==> src/rtl/pat_stream_pkg.sv <==
// Shared definitions for the pattern stream controller: FSM state encoding
// and default parameter values.
package pat_stream_pkg;

  localparam int DEF_DATA_W = 8;
  localparam int DEF_PAT_W  = 4;
  localparam int DEF_CNT_W  = 8;

  typedef enum logic [1:0] {
    ST_IDLE  = 2'd0,
    ST_LOAD  = 2'd1,
    ST_SHIFT = 2'd2,
    ST_DONE  = 2'd3
  } state_e;

endpackage

==> src/rtl/pat_stream_ctrl_match.sv <==
// Overlapping serial pattern matcher. Keeps a PAT_W-bit history, a fill
// counter so no match is reported before PAT_W bits have arrived, and a
// saturating match counter. hit is a registered one-cycle pulse.
module pat_match
  import pat_stream_pkg::*;
#(
  parameter int PAT_W = DEF_PAT_W,
  parameter int CNT_W = DEF_CNT_W
) (
  input  logic             clk,
  input  logic             rst_n,
  input  logic             clr,
  input  logic             bit_vld,
  input  logic             bit_in,
  input  logic [PAT_W-1:0] pattern,
  output logic             hit,
  output logic [CNT_W-1:0] match_count
);

  localparam int                  FILL_W   = $clog2(PAT_W + 1);
  localparam logic [FILL_W-1:0]   FILL_MAX = FILL_W'(PAT_W);
  localparam logic [CNT_W-1:0]    CNT_MAX  = '1;

  logic [PAT_W-1:0]  hist_q, hist_d;
  logic [FILL_W-1:0] fill_q, fill_d;
  logic [CNT_W-1:0]  cnt_q, cnt_d;
  logic              hit_q, hit_d;

  logic [PAT_W-1:0]  hist_shift;
  logic [FILL_W-1:0] fill_shift;
  logic              match;

  // Next history/fill/count; a match compares the history including this bit.
  always_comb begin
    // NOTE: every signal gets a default first so no path leaves it unassigned,
    // which would otherwise infer a latch.
    hist_d     = hist_q;
    fill_d     = fill_q;
    cnt_d      = cnt_q;
    hit_d      = 1'b0;
    hist_shift = PAT_W'({hist_q, bit_in});
    fill_shift = (fill_q == FILL_MAX) ? fill_q : fill_q + FILL_W'(1);
    match      = bit_vld && (hist_shift == pattern) && (fill_shift == FILL_MAX);

    if (clr) begin
      hist_d = '0;
      fill_d = '0;
      cnt_d  = '0;
    end else if (bit_vld) begin
      hist_d = hist_shift;
      fill_d = fill_shift;
      hit_d  = match;
      if (match && (cnt_q != CNT_MAX)) begin
        cnt_d = cnt_q + CNT_W'(1);
      end
    end
  end

  // Matcher state registers.
  always_ff @(posedge clk or negedge rst_n) begin
    // NOTE: sequential state uses non-blocking assignments so every flop
    // samples its pre-edge inputs regardless of statement order.
    if (!rst_n) begin
      hist_q <= '0;
      fill_q <= '0;
      cnt_q  <= '0;
      hit_q  <= 1'b0;
    end else begin
      hist_q <= hist_d;
      fill_q <= fill_d;
      cnt_q  <= cnt_d;
      hit_q  <= hit_d;
    end
  end

  assign hit         = hit_q;
  assign match_count = cnt_q;

endmodule

==> src/rtl/pat_stream_ctrl.sv <==
// Frame controller: accepts words over valid/ready, serializes them MSB
// first into the pattern matcher, and ends the frame after cfg_words words
// with a one-cycle done pulse.
module pat_stream_ctrl
  import pat_stream_pkg::*;
#(
  parameter int DATA_W = DEF_DATA_W,
  parameter int PAT_W  = DEF_PAT_W,
  parameter int CNT_W  = DEF_CNT_W
) (
  input  logic              clk,
  input  logic              rst_n,
  input  logic              start,
  input  logic [PAT_W-1:0]  cfg_pattern,
  input  logic [CNT_W-1:0]  cfg_words,
  input  logic              in_valid,
  input  logic [DATA_W-1:0] in_data,
  output logic              in_ready,
  output logic              busy,
  output logic              hit,
  output logic              done,
  output logic [CNT_W-1:0]  match_count
);

  localparam int IDX_W = (DATA_W > 1) ? $clog2(DATA_W) : 1;

  state_e            state_q, state_d;
  logic [DATA_W-1:0] shreg_q, shreg_d;
  logic [IDX_W-1:0]  bit_idx_q, bit_idx_d;
  logic [CNT_W-1:0]  words_left_q, words_left_d;
  logic [PAT_W-1:0]  pattern_q, pattern_d;
  logic              clr;
  logic              bit_vld;

  // Next-state logic and state-decoded outputs.
  always_comb begin
    state_d      = state_q;
    shreg_d      = shreg_q;
    bit_idx_d    = bit_idx_q;
    words_left_d = words_left_q;
    pattern_d    = pattern_q;
    clr          = 1'b0;
    bit_vld      = 1'b0;
    in_ready     = 1'b0;
    busy         = 1'b1;
    done         = 1'b0;

    unique case (state_q)
      ST_IDLE: begin
        busy = 1'b0;
        if (start) begin
          pattern_d    = cfg_pattern;
          words_left_d = cfg_words;
          clr          = 1'b1;
          state_d      = (cfg_words == '0) ? ST_DONE : ST_LOAD;
        end
      end
      ST_LOAD: begin
        in_ready = 1'b1;
        if (in_valid) begin
          shreg_d   = in_data;
          bit_idx_d = IDX_W'(DATA_W - 1);
          state_d   = ST_SHIFT;
        end
      end
      ST_SHIFT: begin
        bit_vld = 1'b1;
        shreg_d = shreg_q << 1;
        if (bit_idx_q == '0) begin
          words_left_d = words_left_q - CNT_W'(1);
          state_d      = (words_left_q == CNT_W'(1)) ? ST_DONE : ST_LOAD;
        end else begin
          bit_idx_d = bit_idx_q - IDX_W'(1);
        end
      end
      ST_DONE: begin
        done    = 1'b1;
        state_d = ST_IDLE;
      end
      default: state_d = ST_IDLE;
    endcase
  end

  // Controller registers.
  always_ff @(posedge clk or negedge rst_n) begin
    // NOTE: the data-path registers are reset too, although their contents
    // are don't-care in IDLE; this keeps simulation X-free after reset.
    if (!rst_n) begin
      state_q      <= ST_IDLE;
      shreg_q      <= '0;
      bit_idx_q    <= '0;
      words_left_q <= '0;
      pattern_q    <= '0;
    end else begin
      state_q      <= state_d;
      shreg_q      <= shreg_d;
      bit_idx_q    <= bit_idx_d;
      words_left_q <= words_left_d;
      pattern_q    <= pattern_d;
    end
  end

  pat_match #(
    .PAT_W (PAT_W),
    .CNT_W (CNT_W)
  ) u_match (
    .clk         (clk),
    .rst_n       (rst_n),
    .clr         (clr),
    .bit_vld     (bit_vld),
    .bit_in      (shreg_q[DATA_W-1]),
    .pattern     (pattern_q),
    .hit         (hit),
    .match_count (match_count)
  );

endmodule

==> config.mk <==
export PLATFORM = sky130hd
export DESIGN_NAME = pat_stream_ctrl
export DESIGN_NICKNAME = d
export VERILOG_FILES = /design/src/rtl/pat_stream_pkg.sv /design/src/rtl/pat_stream_ctrl_match.sv /design/src/rtl/pat_stream_ctrl.sv
export SDC_FILE = /design/constraint.sdc
export NUM_CORES = 1
export LEC_CHECK = 0
export BUFFER_PORTS_ARGS = -buffer_cell sky130_fd_sc_hd__buf_4
export CAP_MARGIN = 40
export CELL_PAD_IN_SITES_DETAIL_PLACEMENT = 0
export CELL_PAD_IN_SITES_GLOBAL_PLACEMENT = 1
export CORE_ASPECT_RATIO = 1.4
export CORE_UTILIZATION = 45
export CTS_BUF_LIST = sky130_fd_sc_hd__clkbuf_8
export DETAILED_ROUTE_END_ITERATION = 10
export PLACE_DENSITY = 0.85
export SYNTH_ARGS = -nofsm -noshare
export SYNTH_HDL_FRONTEND = slang
export SYNTH_SLANG_ARGS = --single-unit
==> constraint.sdc <==
create_clock -name clk -period 2.7 [get_ports clk]
set_input_delay 0.135 -clock clk [delete_from_list [all_inputs] [get_ports clk]]
set_output_delay 0.135 -clock clk [all_outputs]
set_load 0.05 [all_outputs]
==> impl_metrics.env <==
export IMPL_status="finished clean"
export IMPL_drc=0
export IMPL_grt_max_degree=41
export IMPL_power_density_mw_per_mm2=977
export IMPL_grt_antenna_before_repair=0
export IMPL_synth_mux_area_share_pct=9.45
export IMPL_yosys_warnings=0
export IMPL_finalHoldViolations=0
export IMPL_fp_dieH_um=86.2
export IMPL_cp_slowest_cell="dfrtp_1"
export IMPL_clk_pin_slew_ns=0.08
export IMPL_dr_pass1_iters=4
export IMPL_num_vias=1910
export IMPL_cts_hold_buf=1
export IMPL_rsz0062_at_grt="false"
export IMPL_combPwrFrac_pct=42.0
export IMPL_cp_cell_sequence="inv_1 > ha_1 > or3b_1 > a31oi_2 > nand4_4 > nor2_1 > o21ai_0"
export IMPL_drt_iter0_markers=96
export IMPL_cts_resized=0
export IMPL_timing_final_crit_share_pct=84.9
export IMPL_port_buffers=35
export IMPL_critPathKind="reg2reg"
export IMPL_avgRoutedWirePerCell_um=13.7
export IMPL_grt_usage_pct=19.3
export IMPL_syn_num_nets=275
export IMPL_clkLatencyLatePin_ns=0.29
export IMPL_antenna_cells=0
export IMPL_synth_simple_area_share_pct=19.2
export IMPL_p_sw_w=0.00108
export IMPL_h_tree_depth=2
export IMPL_p_clk_share_pct=18.2
export IMPL_dieArea_mm2=0.00536
export IMPL_root_buffer="clkbuf_8"
export IMPL_async_reset_ff_share_pct=100
export IMPL_std_cell_rows=30
export IMPL_num_io_pins=36
export IMPL_crit_buf_inv=1
export IMPL_clock_fmax_mhz=436
export IMPL_cts_buffers=5
export IMPL_vias_per_cell=5.54
export IMPL_finalPower_w=0.00266
export IMPL_end_kind="register"
export IMPL_dpl_cell_count=336
export IMPL_crit_family="simple AND/OR/NAND/NOR gates"
export IMPL_seq_power_share_pct=39.9
export IMPL_routed_wl_mm=4.72
export IMPL_ys_types=46
export IMPL_worst_ep_required_time_ns=2.86
export IMPL_grt_overflow_total=0
export IMPL_slew_headroom_pct=58.6
export IMPL_crit_fanout=9
export IMPL_grt_pass1_vias=1839
export IMPL_initial_core_util_pct=47.1
export IMPL_synth_top_family_by_area="simple AND/OR/NAND/NOR gates"
export IMPL_dp_hpwl_mm=3.38
export IMPL_ant_nets=0
export IMPL_multi_input_area_mm2=0.00119
export IMPL_cellInternalPower_w=0.00158
export IMPL_p_sw_share_pct=40.6
export IMPL_skew_ns=0.00720
export IMPL_ys_ff_latch=40
export IMPL_synth_edf_count=0
export IMPL_syn_area_mm2=0.00228
export IMPL_postCtsSetupBuffers=0
export IMPL_yosysSeqAreaShare_pct=43.9
export IMPL_slowest_delay_ns=0.46
export IMPL_drive_gt1_share_pct=22.8
export IMPL_synth_compound_gate_area_share_pct=17.4
export IMPL_finalSetupTns_ns=0
export IMPL_ir_drop_mv=0.584
export IMPL_synth_fa_ha_area_share_pct=3.84
export IMPL_hp_class="in2reg"
export IMPL_core_area_mm2=0.00484
export IMPL_synth_xor_area_share_pct=2.31
export IMPL_fin_nets=311
export IMPL_syn2layout_area_growth_pct=19.5
export IMPL_start_kind="register"
export IMPL_tightestPinTransition_ns=0.620
export IMPL_register_area_mm2=0.00100
export IMPL_worstPathArrival_ns=2.45
export IMPL_synth_flop_cell="dfrtp_1"
export IMPL_cts_tree="done"
export IMPL_clock_sinks=40
export IMPL_avgSynthCellArea_um2=9.34
export IMPL_place_gp_congestion=0.793
export IMPL_final_max_slew_viol_count=0
export IMPL_maxCapViolCount=0
export IMPL_setup_viol=0
export IMPL_die_width_um=62.1
export IMPL_fillCellCount=452
export IMPL_layout_cells_non_filler=345
export IMPL_clk_path_buf_depth=2
export IMPL_ff2ff_setup_slack_ns=0.41
export IMPL_period_minus_slack_ns=2.29
export IMPL_syn_inst=244
export IMPL_leakage_nw=1.25
export IMPL_grt_first_pass_wirelength_mm=8.26
==> flip-flops by register name (all words and copies together) (netlist names) <==
| name | flops |
|---|---|
| u_match.hist_q | 3 |
| u_match.fill_q | 3 |
| shreg_q | 8 |
| pattern_q | 4 |
| u_match.hit | 1 |
| u_match.match_count | 8 |
| words_left_q | 8 |
| bit_idx_q | 3 |
| state_q | 2 |
==> Yosys cell counts, drive strengths merged (5+ instances only) <==
cell type  number  area, µm²
nor2           17       63.8
ha              7       87.6
nand2          28        105
mux2           12        135
dfrtp          40       1000
nand3          10       50.1
inv            10       37.5
o21ai          28        140
clkbuf          6       22.5
mux2i           8       80.1
buf             5       22.5
nor3            7       40.0
a21oi          14       73.8
==> stage by stage <==
stage / hold slack, ns / worst slack (ns) / instance area, µm² / utilization [%]
floorplan: -0.161 / 0.651 / 2280 / -
global placement: 0.153 / 0.517 / 2610 / 53.8
detailed placement: 0.149 / 0.417 / 2610 / 53.8
CTS: 0.0502 / 0.407 / 2720 / 56.3
global route: 0.0501 / 0.256 / 2720 / 56.3
finish: 0.0586 / 0.408 / 2720 / 56.3
==> power by group through the flow <==
stage / logic (W) / registers (W) / clock network [W]
final: 0.00112 / 0.00106 / 0.000483
after detailed placement: 0.00112 / 0.00108 / 0
after CTS: 0.00113 / 0.00106 / 0.000497
after global routing: 0.00125 / 0.00110 / 0.000525
after global placement: 0.00110 / 0.00107 / 0
after floorplan: 0.000934 / 0.000963 / 0
==> path summary, 6_finish.rpt <==
check	start	end	cells after the start
setup reg to reg	u_match.fill_q[0]	u_match.match_count[1]	7
max in group asynchronous	rst_n	words_left_q[3]	2
min in group asynchronous	rst_n	u_match.fill_q[2]	2
hold reg to reg	words_left_q[6]	words_left_q[6]	2
setup / recovery	u_match.fill_q[0]	u_match.match_count[1]	7
hold / removal	in_valid	state_q[0]	2
==> final cells by class <==
cell class | instances | area share (%)
Clock buffer | 5 | 2.53
Inverter | 11 | 1.56
Sequential cell | 40 | 36.7
Clock inverter | 3 | 1.42
Multi-Input combinational cell | 182 | 43.7
Tap cell | 64 | 2.94
Timing Repair Buffer | 40 | 11.1
==> cells by family after synthesis <==
kind of cell | Yosys count
AOI/OAI and AO/OA | 63
and+or+nand+nor | 86
DFF | 40
buffers and inverters | 22
xor gates and xnor gates | 6
muxes | 20
adders and majority gates | 7
==> cells in the final DEF, fill, tap and decap left out, types with 3 or more instances in the layout <==
| cell type | instances |
|---|---|
| a21oi_1 | 13 |
| a221o_1 | 3 |
| and2_1 | 3 |
| buf_4 | 39 |
| clkbuf_8 | 5 |
| dfrtp_1 | 40 |
| ha_1 | 7 |
| inv_1 | 11 |
| mux2_2 | 12 |
| mux2i_1 | 8 |
| nand2_1 | 28 |
| nand2b_1 | 4 |
| nand3_1 | 10 |
| nor2_1 | 17 |
| nor2b_1 | 4 |
| nor3_1 | 6 |
| nor4_1 | 4 |
| o21ai_0 | 27 |
| xor2_1 | 4 |
==> routing by layer <==
layer | vias to the layer above | share of wire [%] | global-route usage [%]
li1 | 941 | - | -
met1 | 918 | 44 | 22.4
met2 | 45 | 51 | 34.9
met3 | 6 | 3.9 | 4.08
met4 | 0 | 1.5 | 6.98
met5 | - | 0 | 0
No activity file was read; power rests on OpenSTA's default activity.
